File: config.mk
export PLATFORM = sky130hd
export DESIGN_NAME = uart_receiver
export DESIGN_NICKNAME = d
export VERILOG_FILES = /design/src/rtl/uart_pkg.sv /design/src/rtl/uart_sync_2ff.sv /design/src/rtl/uart_receiver.sv
export SDC_FILE = /design/constraint.sdc
export NUM_CORES = 1
export LEC_CHECK = 0
export ABC_AREA = 1
export BUFFER_PORTS_ARGS = -buffer_cell sky130_fd_sc_hd__buf_2
export CAP_MARGIN = 20
export CORE_ASPECT_RATIO = 0.5
export CORE_MARGIN = 2
export CORE_UTILIZATION = 47
export CTS_CLUSTER_SIZE = 20
export DETAILED_ROUTE_END_ITERATION = 6
export GPL_TIMING_DRIVEN = 0
export PLACE_DENSITY = 0.69
export SLEW_MARGIN = 15
export SYNTH_ARGS = -nofsm -noshare
export SYNTH_HDL_FRONTEND = slang
export SYNTH_SLANG_ARGS = --single-unit
File: constraint.sdc
create_clock -name clk -period 3.1 [get_ports clk]
set_input_delay 0.31 -clock clk [delete_from_list [all_inputs] [get_ports clk]]
set_output_delay 0.31 -clock clk [all_outputs]
set_load 0.02 [all_outputs]
File: src/rtl/uart_pkg.sv
// Shared UART constants and receiver state encoding, common to receive and transmit stages.
package uart_pkg;

  localparam int UART_OVERSAMPLE  = 16;
  localparam int UART_SAMPLE_TICK = 7;
  localparam int UART_DATA_BITS   = 8;

  typedef enum logic [1:0] {
    IDLE  = 2'd0,
    START = 2'd1,
    DATA  = 2'd2,
    STOP  = 2'd3
  } uart_rx_state_t;

endpackage

File: src/rtl/uart_sync_2ff.sv
// Two-flop synchronizer for a single asynchronous bit, with selectable reset value.
module uart_sync_2ff #(
  parameter logic RESET_VAL = 1'b1
) (
  input  logic clk,
  input  logic rst_n,
  input  logic d,
  output logic q
);

  logic meta_r;
  logic sync_r;

  // Two-stage capture of the asynchronous input; the reset level matches the idle line.
  always_ff @(posedge clk or posedge rst_n) begin
    if (rst_n) begin
      meta_r <= RESET_VAL;
      sync_r <= RESET_VAL;
    end else begin
      meta_r <= d;
      sync_r <= meta_r;
    end
  end

  assign q = sync_r;

endmodule

File: src/rtl/uart_receiver.sv
// 8N1 UART receive stage: 16x oversampled, mid-bit sampling, byte + strobe + framing error out.
module uart_receiver
  import uart_pkg::*;
#(
  parameter int OVERSAMPLE  = UART_OVERSAMPLE,
  parameter int SAMPLE_TICK = UART_SAMPLE_TICK
) (
  input  logic                      clk,
  input  logic                      rst_n,
  input  logic                      en,
  input  logic                      sck_rising_edge,
  input  logic                      sin,
  output logic                      busy,
  output logic [UART_DATA_BITS-1:0] rx_data,
  output logic                      rx_data_valid,
  output logic                      rx_error
);

  localparam int             TW        = $clog2(OVERSAMPLE);
  localparam logic [TW-1:0]  TCNT_SAMP = TW'(SAMPLE_TICK);
  localparam logic [TW-1:0]  TCNT_LAST = TW'(OVERSAMPLE - 1);
  localparam logic [2:0]     BIDX_LAST = 3'(UART_DATA_BITS - 1);

  uart_rx_state_t            state_r;
  logic [TW-1:0]             tcnt_r;
  logic [2:0]                bidx_r;
  logic [UART_DATA_BITS-1:0] sh_r;
  logic                      s_s;
  logic                      s_d_r;
  logic                      fall_s;
  logic                      sample_s;

  uart_sync_2ff #(.RESET_VAL(1'b1)) u_sync_sin (
    .clk   (clk),
    .rst_n (rst_n),
    .d     (sin),
    .q     (s_s)
  );

  // Delayed copy of the synchronized line for falling-edge detection.
  always_ff @(posedge clk or posedge rst_n) begin
    if (rst_n) begin
      s_d_r <= 1'b1;
    end else begin
      s_d_r <= s_s;
    end
  end

  assign fall_s   = s_d_r & ~s_s;
  assign sample_s = sck_rising_edge & (tcnt_r == TCNT_SAMP);

  // Frame sequencing: state, tick counter, bit index and busy flag.
  always_ff @(posedge clk or posedge rst_n) begin
    if (rst_n) begin
      state_r <= IDLE;
      tcnt_r  <= '0;
      bidx_r  <= 3'd0;
      busy    <= 1'b0;
    end else if (!en) begin
      state_r <= IDLE;
      tcnt_r  <= '0;
      bidx_r  <= 3'd0;
      busy    <= 1'b0;
    end else begin
      case (state_r)
        IDLE: begin
          tcnt_r <= '0;
          bidx_r <= 3'd0;
          // A tick coinciding with detection is deliberately not counted.
          if (fall_s) begin
            state_r <= START;
            busy    <= 1'b1;
          end else begin
            busy    <= 1'b0;
          end
        end
        START: begin
          if (sck_rising_edge) begin
            if (sample_s && s_s) begin
              state_r <= IDLE;
              tcnt_r  <= '0;
              busy    <= 1'b0;
            end else if (tcnt_r == TCNT_LAST) begin
              state_r <= DATA;
              tcnt_r  <= '0;
              bidx_r  <= 3'd0;
            end else begin
              tcnt_r  <= tcnt_r + TW'(1);
            end
          end
        end
        DATA: begin
          if (sck_rising_edge) begin
            if (tcnt_r == TCNT_LAST) begin
              tcnt_r <= '0;
              if (bidx_r == BIDX_LAST) begin
                state_r <= STOP;
              end else begin
                bidx_r  <= bidx_r + 3'd1;
              end
            end else begin
              tcnt_r <= tcnt_r + TW'(1);
            end
          end
        end
        STOP: begin
          // Return as soon as the stop bit is sampled so back-to-back frames are caught.
          if (sample_s) begin
            state_r <= IDLE;
            tcnt_r  <= '0;
            bidx_r  <= 3'd0;
            busy    <= 1'b0;
          end else if (sck_rising_edge) begin
            tcnt_r  <= tcnt_r + TW'(1);
          end
        end
        default: begin
          state_r <= IDLE;
          tcnt_r  <= '0;
          bidx_r  <= 3'd0;
          busy    <= 1'b0;
        end
      endcase
    end
  end

  // Shift register and output capture; outputs only change on a completed frame.
  always_ff @(posedge clk or posedge rst_n) begin
    if (rst_n) begin
      sh_r          <= '0;
      rx_data       <= '0;
      rx_error      <= 1'b0;
      rx_data_valid <= 1'b0;
    end else begin
      rx_data_valid <= 1'b0;
      if (en && sample_s && (state_r == DATA)) begin
        sh_r <= {s_s, sh_r[UART_DATA_BITS-1:1]};
      end else if (en && sample_s && (state_r == STOP)) begin
        rx_data       <= sh_r;
        rx_error      <= ~s_s;
        rx_data_valid <= 1'b1;
      end else begin
        sh_r <= sh_r;
      end
    end
  end

endmodule

* Word-level counts from Yosys, hierarchy flattened *
Index checks and enable logic that the tools add are counted.

cells by class
  add/sub/neg operators = 2
  eq/ne operators = 19
  muxes and demuxes = 35
  bitwise operators = 4
  reductions and logical operators = 10

operator list
  operator                                                                 count
  3-bit inequality test, second input constant                             10
  4-bit 2-to-1 mux                                                         7
  3-bit 2-to-1 mux                                                         8
  2-bit 2-to-1 mux                                                         9
  4-bit case mux with 4 select lines                                       1
  7-bit AND reduction                                                      2
  3-bit case mux with 4 select lines                                       1
  4-bit inequality test, second input constant                             2
  2-bit case mux with 4 select lines                                       1
  1-bit 2-to-1 mux                                                         7
  4-bit by 1-bit adder with 4-bit output, second input constant            1
  2-bit equality test, second input constant                               2
  4-bit by 3-bit equality test with 1-bit output, second input constant    1
  4-bit equality test, second input constant                               1
  1-bit logical AND                                                        4
  4-bit by 1-bit inequality test with 1-bit output, second input constant  1
  4-bit AND reduction                                                      1
  3-bit by 1-bit adder with 3-bit output, second input constant            1
  3-bit equality test, second input constant                               1
  1-bit case mux with 3 select lines                                       1
  3-bit AND reduction                                                      1
  1-bit AND                                                                2
  2-bit by 1-bit equality test with 1-bit output, second input constant    1
  2-bit logical NOT                                                        1
  other kinds (2)                                                          3

storage, ports and cells
  register bits after elaboration = 31
  output and inout bits = 11
  word-level logic and storage cells = 81

* Longest topological paths before layout *
  depth after elaboration = 7
  mapped depth = 10
  gate-level depth less buffers = 10

* Hierarchy *
Synthesis repeated with hierarchy kept, for this count alone.

second synthesis, totals
  cells, all modules = 180
  area total of the unflattened synthesis = 1515.2 um2

by module, submodules not included
  module         times used  cells an instance  area each (um2)  sequential area each (um2)
  uart_receiver  1           177                1458.9           726.9
  uart_sync_2ff  1           3                  56.3             52.6

* Worst setup path after synthesis *
No wires, ideal clock.

  path kind = register -> register
  start point = reg bidx_r[0]
  end point = reg bidx_r[0]
  library setup time = 0.121 ns
  arrival = 1.244 ns
  data required time = 2.979 ns
  path slack = 1.736 ns
  stages on the path, launching flop included = 9
  path through = dfrtp_1 ha_1 ha_1 inv_1 nor3_1 nor3_2 nand2_4 nand2_1 o21ai_1

on the way
  longest elaborated chain between the ends = 6
  elaborated cells on any way between the ends = 9
  those cells by class = 1 x add/sub; 2 x eq/ne; 5 x mux; 1 x reduce/logical

ends and longest elaborated chain
  what                                    RTL line             source
  start: declaration                      uart_receiver.sv:26  logic [2:0] bidx_r;
  start signal: assignment                uart_receiver.sv:99  bidx_r <= bidx_r + 3'd1;
  3-bit by 1-bit adder with 3-bit output  uart_receiver.sv:99
  3-bit 2-to-1 mux                        uart_receiver.sv:96  if (bidx_r == BIDX_LAST) begin
  3-bit 2-to-1 mux                        uart_receiver.sv:94  if (tcnt_r == TCNT_LAST) begin
  3-bit 2-to-1 mux                        uart_receiver.sv:93  if (sck_rising_edge) begin
  3-bit case mux with 4 select lines      uart_receiver.sv:65  case (state_r)
  3-bit 2-to-1 mux                        uart_receiver.sv:59  end else if (!en) begin

Parallel ways exist; a longest one is shown, timed or not. The select of a mux whose other input is x is not followed.
A chain may end at the register's enable or synchronous reset.

* Final worst setup path *
  start point = reg tcnt_r[0]
  end point = reg rx_data[7]

on the way
  longest elaborated chain between the ends = 6
  elaborated cells on any way between the ends = 7
  those cells by class = 1 x eq/ne; 2 x bitwise; 4 x reduce/logical

ends and longest elaborated chain
  what                                              RTL line                                    source
  start: declaration                                uart_receiver.sv:25                         logic [TW-1:0] tcnt_r;
  start signal: assignment                          uart_receiver.sv:88                         tcnt_r <= tcnt_r + TW'(1);
  start signal: assignment                          uart_receiver.sv:102                        tcnt_r <= tcnt_r + TW'(1);
  start signal: assignment                          uart_receiver.sv:114                        tcnt_r <= tcnt_r + TW'(1);
  4-bit by 3-bit equality test with 1-bit output *  uart_receiver.sv:50                         assign sample_s = sck_rising_edge & (tcnt_r == TCNT_SAMP);
  1-bit AND *                                       uart_receiver.sv:50
  1-bit logical AND *                               uart_receiver.sv:136, uart_receiver.sv:138
  1-bit logical AND                                 uart_receiver.sv:136                        if (en && sample_s && (state_r == DATA)) begin
  1-bit NOT (no line)                               n/a
  2-bit AND reduction (no line) *                   n/a
  end signal: assignment                            uart_receiver.sv:139                        rx_data <= sh_r;
  end: declaration                                  uart_receiver.sv:14                         output logic [UART_DATA_BITS-1:0] rx_data,

Mark *: on every way between the ends. The rest lies on a longest branch, timed or not.

==> key figures <==
Clocking
  • Clock tree from TritonCTS: yes
  • # Post-CTS Setup Buffers: 0
  • Number of buffers on the longest clock path: 2
  • Count of hold-fix buffers inserted at cts: 0
  • H-tree lvl count: 2
  • Clk slew on worst S/H paths: ~0.07 ns
  • Clock buffer count from CTS: 5
  • Number of gates given a new drive strength after cts: 0
  • Clock sink total: 31
  • Clock Tree Root: clkbuf_8
  • Worst-skew pair later-pin latency: 0.29 ns

Final layout
  • ANT cells: 0
  • Layout fillers: about 270
  • Layout cell share with drive strength beyond 1: 29.6%
  • Area overhead of the layout relative to synthesis: 16.1%
  • Final #Nets: 196

Placed design
  • I/O Buffers: 15
  • Placement-stage worst setup slack: between 1.5 and 2 ns
  • Routability Congestion: 0.818
  • Placed wire-length estimate after detailed placement: 1900 um

Global route
  • First-pass GRT wire length: between 4000 and 5000 um
  • Maximum number of pins on one net before global-route repair: 18
  • Met1 demand-to-capacity share in global routing: 24.1%
  • Global routing usage summed across all routing layers: 17.8%
  • GRT Max-Usage Layer: met2
  • Met3 capacity usage during global routing: between 6 and 7%
  • Global-route track usage on met2: 26.1%
  • GR Overflow Total: 0
  • Antenna violations before repair: 0
  • Number of global-route vias before repair: 1059

Drt
  • DRC violations left: 0
  • Antenna viol nets, final: 0
  • Drt initial violations: slightly below 50
  • Routed WL per cell: 11.7 um
  • DR vias/cell: 4.79
  • Iteration count of the initial detailed-routing pass: 4
  • Total via count after detailed routing: 1096
  • Routed Wire Length: between 2000 and 3000 um

Synthesis
  • Yosys Warn Count: 0
  • Post-synthesis sequential element count: 31
  • Netlist Area Pre-Place: 1480 um2
  • Synth unique cells: 26
  • Part of the Yosys area used for sequential elements: a little over half
  • Post-synthesis cell count: 165
  • Post-synthesis net count: 173
  • Mean cell area of the mapped netlist: 8.95 um2

Critical path
  • Slowest Stage Delay on Critical Path: 0.40 ns
  • Required time at the worst-slack endpoint: about 3.3 ns
  • Data arrival, critical path: ~1.7 ns
  • Kind of start point of the critical path: flip-flop
  • Sort of element at the end of the critical path: flip-flop
  • Critical path cell sequence: ha_1 > nand2_2 > inv_2 > nand2_1 > inv_2 > nand3_2 > buf_6 > nand2_1 > o21ai_2
  • Maximum fanout count along the critical path: 10
  • Worst Path Class, Setup: reg -> reg
  • Buffers and inverters on the worst path: 3
  • Gate family responsible for the most delay along the worst path: simple AND/OR/NAND/NOR gates
  • Slowest library cell on the worst path: dfrtp_1

STA
  • Final setup viols: 0
  • Setup repair after global routing missed its margin: no
  • Worst slew margin relative to its limit: 52.2%
  • Slew at the pin with the worst max-slew slack: 0.716 ns
  • Summed negative setup slack over all endpoints: 0 ns
  • Final Max Slew Viols: 0
  • Final critical path time including I/O delays and setup: about 1.6 ns
  • Final hold viol count: 0
  • Maximum frequency from static timing analysis: between 600 and 700 MHz
  • Final Cycle Share: 50.2%
  • Setup clock skew after layout: 0.00271 ns
  • Crit path setup slack, layout: roughly 1.5 ns

Run
  • Count of max-cap constraint violations: 0

Floorplan
  • Die extent in y: between 40 and 50 um
  • Effective utilization at floorplan: 49.3%
  • Die Area: about 3600 um2
  • Width of the chip: ~83 um
  • Number of top-level pins: 16
  • Area of the core region: about 3000 um2
  • Site row count: 14

Power and ir drop
  • IR Drop Worst-Case VDD: 0.285 mV
  • Static leakage: 0.000879 uW
  • Power Dens Cells: 577 nW/um2

Outcome
  • Result of the run: finished clean

Worst hold path
  • Worst hold path type: in -> reg
## stage by stage
| stage | std cells | util, % | area (um2) | hold slack [ns] | power (uW) |
|---|---|---|---|---|---|
| floorplan | 165 | - | 1480 | 0.314 | 632 |
| global placement | 220 | 53.5 | 1600 | 0.347 | 669 |
| detailed placement | 221 | 54.4 | 1630 | 0.358 | 679 |
| CTS | 229 | 57.2 | 1710 | 0.109 | 1000 |
| global route | 229 | 57.2 | 1710 | 0.107 | 1050 |
| finish | 229 | 57.2 | 1710 | 0.117 | 989 |
## registers in the layout, indices dropped and copies added, names as in the netlist, 2 cells and up
register  count
rx_data       8
sh_r          8
tcnt_r        4
bidx_r        3
state_r       2
## cells in the mapped netlist (all sizes together)
cell type / number / area [um2]
o21ai: 22 / 140
or2: 1 / 6.26
nor3: 4 / 35.0
clkinv: 1 / 3.75
a21oi: 5 / 25.0
inv: 24 / 90.1
buf: 2 / 22.5
nand2: 52 / 220
nand3: 6 / 35.0
ha: 3 / 37.5
nor2: 8 / 40.0
a31oi: 1 / 6.26
o21a: 2 / 15.0
nand4: 2 / 12.5
dfrtp: 28 / 701
dfstp: 3 / 78.8
o31ai: 1 / 7.51
## final cells by class
| class | instances | area, um2 | share of cell area (%) |
|---|---|---|---|
| clock inverters | 2 | 12.5 | 0.730 |
| multi-input cells | 107 | 581 | 33.9 |
| flip-flops and latches | 31 | 779 | 45.5 |
| repair buffers | 16 | 103 | 5.99 |
| clock buffers | 6 | 72.6 | 4.23 |
| inverters | 25 | 93.8 | 5.47 |
| plain buffers | 2 | 22.5 | 1.31 |
| well taps | 40 | 50.0 | 2.92 |
## cells by family (layout without fill, tap and decap cells)
kind of cell / after synthesis / count (layout) / share of synthesized area, %
and+or+nand+nor: 73 / 73 / 23.6
buffers and inverters: 27 / 51 / 7.88
DFF: 31 / 31 / 52.8
AOI/OAI and AO/OA: 31 / 31 / 13.1
adders and majority gates: 3 / 3 / 2.54
## where the power goes
group	leakage [uW]	total (uW)	switching, uW	internal, uW
clock	0.0000412	316	159	157
combinational	0.000423	216	143	72.7
sequential	0.000415	458	30.7	427
total	0.000879	989	333	656
## routing by layer
layer  vias to the layer above  wire length, um
met5                         -                0
met4                         0               36
met3                         4              119
met2                        20             1130
met1                       498             1400
li1                        574                -
## layout by cell type, fill, tap and decap left out, types with 2 or more instances in the layout
cell	n
a21oi_1	5
inv_1	17
o21ai_2	8
o21ai_1	10
nand2_1	46
nor3_2	3
buf_6	2
nand2_2	4
nand3_1	5
nor2_1	6
ha_1	3
nand2_4	2
dfrtp_1	28
o21a_1	2
inv_2	7
buf_2	15
nand4_1	2
clkbuf_8	5
dfstp_2	3
o21ai_0	4
## worst paths after layout
check,endpoint,start,slack [ns],cells after the start
max,rx_data[7],tcnt_r[0],1.54,9
min,u_sync_sin.meta_r,sin,0.12,1
max reg2reg,rx_data[7],tcnt_r[0],1.54,9
min reg2reg,u_sync_sin.q,u_sync_sin.meta_r,0.37,0
max in group asynchronous,s_d_r,rst_n,2.36,3
min in group asynchronous,rx_data_valid,rst_n,0.13,2
No activity file was read; power rests on OpenSTA's default activity.
